===== src/rtl/sha256_msg_sched.sv =====
// SHA-256 message schedule / round sequencer: streams W[t], K[t] and clr/update/done to the compression loop.
// Latency: 16 LOAD cycles per chunk, then 64 rounds x 4-cycle slots (256 cycles); 272 cycles per chunk back-to-back.
// Backpressure: word_ready_o is high only in LOAD; words offered during RUN are not consumed and must be held.
//
// Ports:
//   clk_i, rst_ni            clock, asynchronous active-low reset
//   word_valid_i/word_ready_o/word_i/last_i
//                            input word handshake; last_i sampled with word 15 only
//   w_o, k_o                 W[t] and K[t], held for the 4 cycles of round slot t
//   clr_o                    pulse after word 0 of a new message is accepted
//   update_o                 pulse in the last cycle of round 63
//   busy_o                   high while rounds run
//   done_o                   pulse the cycle after update_o of a final chunk
module sha256_msg_sched (
  input  logic        clk_i,
  input  logic        rst_ni,
  input  logic        word_valid_i,
  output logic        word_ready_o,
  input  logic [31:0] word_i,
  input  logic        last_i,
  output logic [31:0] w_o,
  output logic [31:0] k_o,
  output logic        clr_o,
  output logic        update_o,
  output logic        busy_o,
  output logic        done_o
);

  typedef enum logic {
    LOAD = 1'b0,
    RUN  = 1'b1
  } state_e;

  localparam logic [31:0] K_ROM [64] = '{
    32'h428a2f98, 32'h71374491, 32'hb5c0fbcf, 32'he9b5dba5,
    32'h3956c25b, 32'h59f111f1, 32'h923f82a4, 32'hab1c5ed5,
    32'hd807aa98, 32'h12835b01, 32'h243185be, 32'h550c7dc3,
    32'h72be5d74, 32'h80deb1fe, 32'h9bdc06a7, 32'hc19bf174,
    32'he49b69c1, 32'hefbe4786, 32'h0fc19dc6, 32'h240ca1cc,
    32'h2de92c6f, 32'h4a7484aa, 32'h5cb0a9dc, 32'h76f988da,
    32'h983e5152, 32'ha831c66d, 32'hb00327c8, 32'hbf597fc7,
    32'hc6e00bf3, 32'hd5a79147, 32'h06ca6351, 32'h14292967,
    32'h27b70a85, 32'h2e1b2138, 32'h4d2c6dfc, 32'h53380d13,
    32'h650a7354, 32'h766a0abb, 32'h81c2c92e, 32'h92722c85,
    32'ha2bfe8a1, 32'ha81a664b, 32'hc24b8b70, 32'hc76c51a3,
    32'hd192e819, 32'hd6990624, 32'hf40e3585, 32'h106aa070,
    32'h19a4c116, 32'h1e376c08, 32'h2748774c, 32'h34b0bcb5,
    32'h391c0cb3, 32'h4ed8aa4a, 32'h5b9cca4f, 32'h682e6ff3,
    32'h748f82ee, 32'h78a5636f, 32'h84c87814, 32'h8cc70208,
    32'h90befffa, 32'ha4506ceb, 32'hbef9a3f7, 32'hc67178f2
  };

  function automatic logic [31:0] sigma0(input logic [31:0] x);
    return {x[6:0], x[31:7]} ^ {x[17:0], x[31:18]} ^ (x >> 3);
  endfunction

  function automatic logic [31:0] sigma1(input logic [31:0] x);
    return {x[16:0], x[31:17]} ^ {x[18:0], x[31:19]} ^ (x >> 10);
  endfunction

  state_e      state_q, state_d;
  logic [3:0]  cnt_q;
  logic [5:0]  t_q;
  logic [1:0]  slot_q;
  logic        first_q;
  logic        last_q;
  logic [31:0] w_q, k_q;
  logic        busy_q, clr_q, done_q;

  // 16-entry circular window: while round t is running it holds W[t-15..t]
  // (or the raw chunk words before round 16), indexed by round mod 16.
  logic [31:0] buf_q [16];

  logic        accept;
  logic        slot_end;
  logic        chunk_end;
  logic [5:0]  t_nxt;
  logic [3:0]  i_nxt;
  logic [31:0] w_new;
  logic [31:0] w_sched;
  logic        sched_we;

  // Next-state and handshake/strobe decode.
  always_comb begin
    state_d      = state_q;
    accept       = 1'b0;
    slot_end     = 1'b0;
    chunk_end    = 1'b0;
    word_ready_o = 1'b0;
    update_o     = 1'b0;
    case (state_q)
      LOAD: begin
        word_ready_o = 1'b1;
        accept       = word_valid_i;
        if (word_valid_i && (cnt_q == 4'd15)) begin
          state_d = RUN;
        end
      end
      RUN: begin
        slot_end  = (slot_q == 2'd3);
        chunk_end = slot_end && (t_q == 6'd63);
        update_o  = chunk_end;
        if (chunk_end) begin
          state_d = LOAD;
        end
      end
    endcase
  end

  // Schedule word for the round about to start. Indices are mod 16, so
  // n-15 is the slot after n and n-16 is slot n itself (read before the
  // overwrite on the same edge).
  always_comb begin
    t_nxt    = t_q + 6'd1;
    i_nxt    = t_nxt[3:0];
    w_new    = sigma1(buf_q[i_nxt - 4'd2]) + buf_q[i_nxt - 4'd7]
             + sigma0(buf_q[i_nxt + 4'd1]) + buf_q[i_nxt];
    w_sched  = (t_nxt < 6'd16) ? buf_q[i_nxt] : w_new;
    sched_we = slot_end && !chunk_end && (t_nxt >= 6'd16);
  end

  always_ff @(posedge clk_i or negedge rst_ni) begin
    if (!rst_ni) begin
      state_q <= LOAD;
      cnt_q   <= 4'd0;
      t_q     <= 6'd0;
      slot_q  <= 2'd0;
      first_q <= 1'b1;
      last_q  <= 1'b0;
      w_q     <= 32'd0;
      k_q     <= 32'd0;
      busy_q  <= 1'b0;
      clr_q   <= 1'b0;
      done_q  <= 1'b0;
    end else begin
      state_q <= state_d;
      clr_q   <= accept && (cnt_q == 4'd0) && first_q;
      done_q  <= chunk_end && last_q;

      if (accept) begin
        cnt_q <= cnt_q + 4'd1;
        if (cnt_q == 4'd0) begin
          first_q <= 1'b0;
        end
        if (cnt_q == 4'd15) begin
          // Word 0 already sits in slot 0, so round 0 can be presented
          // on the very next cycle.
          last_q <= last_i;
          t_q    <= 6'd0;
          slot_q <= 2'd0;
          w_q    <= buf_q[0];
          k_q    <= K_ROM[0];
          busy_q <= 1'b1;
        end
      end

      if (state_q == RUN) begin
        slot_q <= slot_q + 2'd1;
        if (slot_end && !chunk_end) begin
          t_q <= t_nxt;
          w_q <= w_sched;
          k_q <= K_ROM[t_nxt];
        end
        if (chunk_end) begin
          busy_q <= 1'b0;
          cnt_q  <= 4'd0;
          if (last_q) begin
            first_q <= 1'b1;
          end
        end
      end
    end
  end

  // Data store carries no reset: every entry is rewritten by LOAD before use.
  always_ff @(posedge clk_i) begin
    if (accept) begin
      buf_q[cnt_q] <= word_i;
    end else if (sched_we) begin
      buf_q[i_nxt] <= w_new;
    end
  end

  assign w_o    = w_q;
  assign k_o    = k_q;
  assign busy_o = busy_q;
  assign clr_o  = clr_q;
  assign done_o = done_q;

endmodule


===== config.mk =====
export PLATFORM = sky130hd
export DESIGN_NAME = sha256_msg_sched
export DESIGN_NICKNAME = d
export VERILOG_FILES = /design/src/rtl/sha256_msg_sched.sv
export SDC_FILE = /design/constraint.sdc
export NUM_CORES = 2
export LEC_CHECK = 0
export CAP_MARGIN = 30
export CORE_MARGIN = 3
export CORE_UTILIZATION = 68
export DETAILED_ROUTE_END_ITERATION = 12
export PLACE_DENSITY = 0.87
export REMOVE_ABC_BUFFERS = 1
export SLEW_MARGIN = 5
export SYNTH_ARGS = -nofsm -noshare
export SYNTH_HDL_FRONTEND = slang
export SYNTH_SLANG_ARGS = --single-unit

===== constraint.sdc =====
create_clock -name clk_i -period 17.3 [get_ports clk_i]
set_clock_uncertainty 0.15 [all_clocks]
set_input_delay 3.46 -clock clk_i [delete_from_list [all_inputs] [get_ports clk_i]]
set_output_delay 3.46 -clock clk_i [all_outputs]
set_load 0.01 [all_outputs]

==> results.md <==
- Final hold analysis gives a worst-case slack of 335 ps.
- The type of origin of the critical path is a flip-flop.
- The count of synthesis-stage warnings from yosys is 0.
- Setup violations remaining at the end of the flow were counted as 0.
- Of all flip-flops after synthesis, the portion carrying an async set or reset was 0.138.
- The minimum period implied by the final worst setup slack is 10990 ps.
- The hold-fix buffer count after cts is 0.
- The routed layout has 30.9k vias.
- The slew at the pin with the worst max-slew slack is 1180 ps.
- The type of the worst setup path is reg -> reg.
- The tightest min-delay check is of the reg -> reg type.
- At the end of the flow, the number of nets in the layout was 2934.
- The met2 capacity usage during global routing is 0.746.
- The count of buffers from port buffering is 104.
- Of the synthesized area, sequential elements account for 0.450.
- The clock insertion delay at the later pin of the skew report is 690 ps.
- The die outline area is 59800 um2.
- The mean post-synth cell area is 14.0 um2.
- The width of the chip is 245 um.
- Post-CTS timing repair inserted 0 buffers for setup.
- The CTS sink count is 594.
- Gates resized during post-CTS repair numbered 0.
- The number of violations reported at the end of detailed-routing iteration 0 is 5927.
- For this configuration, the core starts out at a cell density of 0.694.
- The portion of the clock cycle consumed by the worst path in the final layout is 0.635.
- Setup repair after global routing left no endpoint under its margin.
- The detail-routed via count per cell is 8.62.
- Counting the buffers created by CTS gives 60.
- For this run, the slowest stage of the critical path takes 990 ps.
- The clock tree synthesis step divided the H-tree into 2 levels.
- The most used flip-flop cell after synthesis is sky130_fd_sc_hd__edfxtp_1.
- The number of maximum-capacitance constraint violations is 0.
- The initial antenna violation count came to 4.
- Across every metal layer, demand over resource in global routing totals 0.505.
- The final count of hold timing violations came to 0.
- Summed over all failing endpoints, the final setup total negative slack is 0 ps.
- The wire length of the first global-routing pass is 215 mm.
- The global routing stage identified its most utilized layer as met2.
- After technology mapping, the gate count stands at 2767.
- The average wire per cell in the routed design is 41.8 um.
- The count of distinct cell types in the synthesized netlist is 71.
- CTS placed an instance of sky130_fd_sc_hd__clkbuf_16 at the clock tree root.
- The clock tree from TritonCTS is yes.
- The aggregate routed wire length is 150 mm.
- The number of flops mapped to enable cells by yosys is 512.
- The arrival time of the worst setup path is 11200 ps.
- The multi-input gate area in the final layout is 20300 um2.
- For this run the aggregate overflow at the end of global routing stands at 0.
- The via count of the first global-routing pass is 30.8k.
- The die is 245 um tall.
- In this run the remaining antenna-violating nets after routing total 0.
- The required arrival time at the worst endpoint is 17510 ps.
- The worst setup path is captured at a flip-flop.
- The global-route track usage on met1 is 0.611.
- After routing the design area is 42700 um2.
- Clock-pin slew was measured on the worst setup and hold paths at 70 ps.
- The placeable core region is 55700 um2.
- At the end of routability-driven placement, the weighted congestion stood at 1.07.
- The clock passes through at most 3 buffers.
- The maximum fanout count along the critical path is 59.
- Row generation in the floorplan step produced 86 rows.
- The number of max-slew violations in the final report is 0.
- In the final layout, the share of cells above drive strength 1 is 0.236.
- Counting the fill cells in the layout gives 3169.
- The flow ran to the end, and the final reports show no timing, DRC or antenna violations.
- The post-synthesis instance area is 38700 um2.
- After detailed placement, the total cell area comes to 40500 um2.
- The growth of design area from synthesis to finish is 10.2%.
- The post-DP HPWL is 91.6 mm.
- The first detailed-routing pass ran for 11 iterations.
- The maximum number of pins on one net before global-route repair is 126.
- In the global route stage, met3 resource usage came out at 0.207.
- The number of DRC violations after detailed routing is 0.
- The slowest cell on the critical path is sky130_fd_sc_hd__dfrtp_4.
- The area used by sequential logic in the layout is 17400 um2.
- In this run, synthesis produced a sequential element count of 594.
- The worst pin sits at a relative slew slack of 0.208.
- The maximum operating frequency is 91.0 MHz.
- At the end of the flow the core is filled with cells to 0.765.
- The number of top-level pins is 105.
==> worst max-delay path: cells and delay by family (launching register included) <==
kind	cells	cell delay [ps]
muxes	2	790
DFF	1	990
adders and majority gates	7	3420
AOI/OAI and AO/OA	5	1470
and+or+nand+nor	3	1040
xor gates and xnor gates	2	450
buffers and inverters	7	2310
==> state kept, by name (all words and copies together), names as in the netlist, 2 cells and up <==
| name | count |
|---|---|
| buf_q | 512 |
| k_o | 32 |
| w_o | 32 |
| t_q | 6 |
| cnt_q | 4 |
| slot_q | 2 |
==> metal layers <==
| layer | vias up | wire [um] |
|---|---|---|
| met5 | - | 12 |
| met4 | 2 | 15100 |
| met3 | 1179 | 26400 |
| met2 | 3820 | 65400 |
| met1 | 14800 | 43100 |
| li1 | 11100 | - |
==> cell type report <==
cell class / instances / area share
antenna: 5 / 0.000293
clock buffer: 80 / 0.0374
clock inverter: 30 / 0.00950
inverter: 36 / 0.00340
multi-input combinational: 1900 / 0.477
sequential: 594 / 0.409
tap: 748 / 0.0219
timing repair buffer: 193 / 0.0421
==> path summary, 6_finish.rpt <==
path | from | cells after the start | end | slack, ps
min in group asynchronous | rst_ni | 1 | w_o[10] | 2530
min reg2reg | last_q | 2 | last_q | 330
max | t_q[0] | 26 | buf_q[15][31] | 6310
max reg2reg | t_q[0] | 26 | buf_q[15][31] | 6310
max in group asynchronous | rst_ni | 3 | first_q | 13370
min | last_q | 2 | last_q | 330
==> metrics by stage <==
stage | worst slack (ps) | std cells
floorplan | -12210 | 2530
global placement | 6860 | 3452
detailed placement | 6620 | 3464
CTS | 6430 | 3574
global route | 5910 | 3581
finish | 6310 | 3586
==> cells by family after synthesis <==
kind of cell	synth area share
AOI/OAI and AO/OA	0.0805
xor gates and xnor gates	0.0362
adders and majority gates	0.0486
buffers and inverters	0.0315
DFF	0.450
muxes	0.295
and+or+nand+nor	0.0578
==> synth_stat cells (7+ instances only) <==
cell                       count  area, um2
sky130_fd_sc_hd__a211oi_1     30        225
sky130_fd_sc_hd__a21o_1       15        113
sky130_fd_sc_hd__a21oi_1     132        661
sky130_fd_sc_hd__a221oi_1     10       87.6
sky130_fd_sc_hd__a22oi_1       8       60.1
sky130_fd_sc_hd__a311oi_1     13        114
sky130_fd_sc_hd__a31oi_1      35        219
sky130_fd_sc_hd__and3_1       17        106
sky130_fd_sc_hd__buf_1        32        120
sky130_fd_sc_hd__buf_2        52        260
sky130_fd_sc_hd__buf_4        16        120
sky130_fd_sc_hd__buf_6         9        101
sky130_fd_sc_hd__clkbuf_1    128        480
sky130_fd_sc_hd__dfrtp_1      81       2030
sky130_fd_sc_hd__edfxtp_1    512      15400
sky130_fd_sc_hd__fa_1         62       1240
sky130_fd_sc_hd__ha_1         51        638
sky130_fd_sc_hd__inv_1        32        120
sky130_fd_sc_hd__mux2i_1     144       1440
sky130_fd_sc_hd__mux4_2      440       9910
sky130_fd_sc_hd__nand2_1     265        995
sky130_fd_sc_hd__nand2b_1      7       43.8
sky130_fd_sc_hd__nand3_1      39        195
sky130_fd_sc_hd__nor2_1      135        507
sky130_fd_sc_hd__nor2b_1      11       68.8
sky130_fd_sc_hd__nor3_1       34        170
sky130_fd_sc_hd__o211ai_1     22        165
sky130_fd_sc_hd__o21ai_0     152        761
sky130_fd_sc_hd__o21ai_1      16       80.1
sky130_fd_sc_hd__o221ai_1      7       61.3
sky130_fd_sc_hd__o22ai_1       9       56.3
sky130_fd_sc_hd__o311ai_0      9       78.8
sky130_fd_sc_hd__o31ai_1      11       82.6
sky130_fd_sc_hd__xnor2_1     129       1130
sky130_fd_sc_hd__xor2_1       29        254
==> placed cells by master, fill, tap and decap left out, types with 10 or more instances in the layout <==
master,instances
sky130_fd_sc_hd__nor2_4,21
sky130_fd_sc_hd__nor2b_1,11
sky130_fd_sc_hd__a31oi_1,35
sky130_fd_sc_hd__xor2_1,27
sky130_fd_sc_hd__a21oi_1,132
sky130_fd_sc_hd__edfxtp_1,512
sky130_fd_sc_hd__clkbuf_16,60
sky130_fd_sc_hd__mux2i_1,144
sky130_fd_sc_hd__clkbuf_1,18
sky130_fd_sc_hd__nor2_1,114
sky130_fd_sc_hd__nand3_1,39
sky130_fd_sc_hd__a211oi_1,30
sky130_fd_sc_hd__a311oi_1,13
sky130_fd_sc_hd__xnor2_1,126
sky130_fd_sc_hd__ha_1,46
sky130_fd_sc_hd__inv_1,32
sky130_fd_sc_hd__nand2_1,264
sky130_fd_sc_hd__o21ai_1,16
sky130_fd_sc_hd__nor3_1,34
sky130_fd_sc_hd__clkdlybuf4s50_1,103
sky130_fd_sc_hd__o211ai_1,22
sky130_fd_sc_hd__a221oi_1,10
sky130_fd_sc_hd__o31ai_1,11
sky130_fd_sc_hd__fa_1,62
sky130_fd_sc_hd__buf_4,74
sky130_fd_sc_hd__o21ai_0,152
sky130_fd_sc_hd__dfrtp_1,80
sky130_fd_sc_hd__mux4_2,440
sky130_fd_sc_hd__a21o_1,15
sky130_fd_sc_hd__and3_1,17
Power is left out: the tool's default activity adds up to more than one toggle a clock period on the data nets, which glitch-free logic cannot reach.
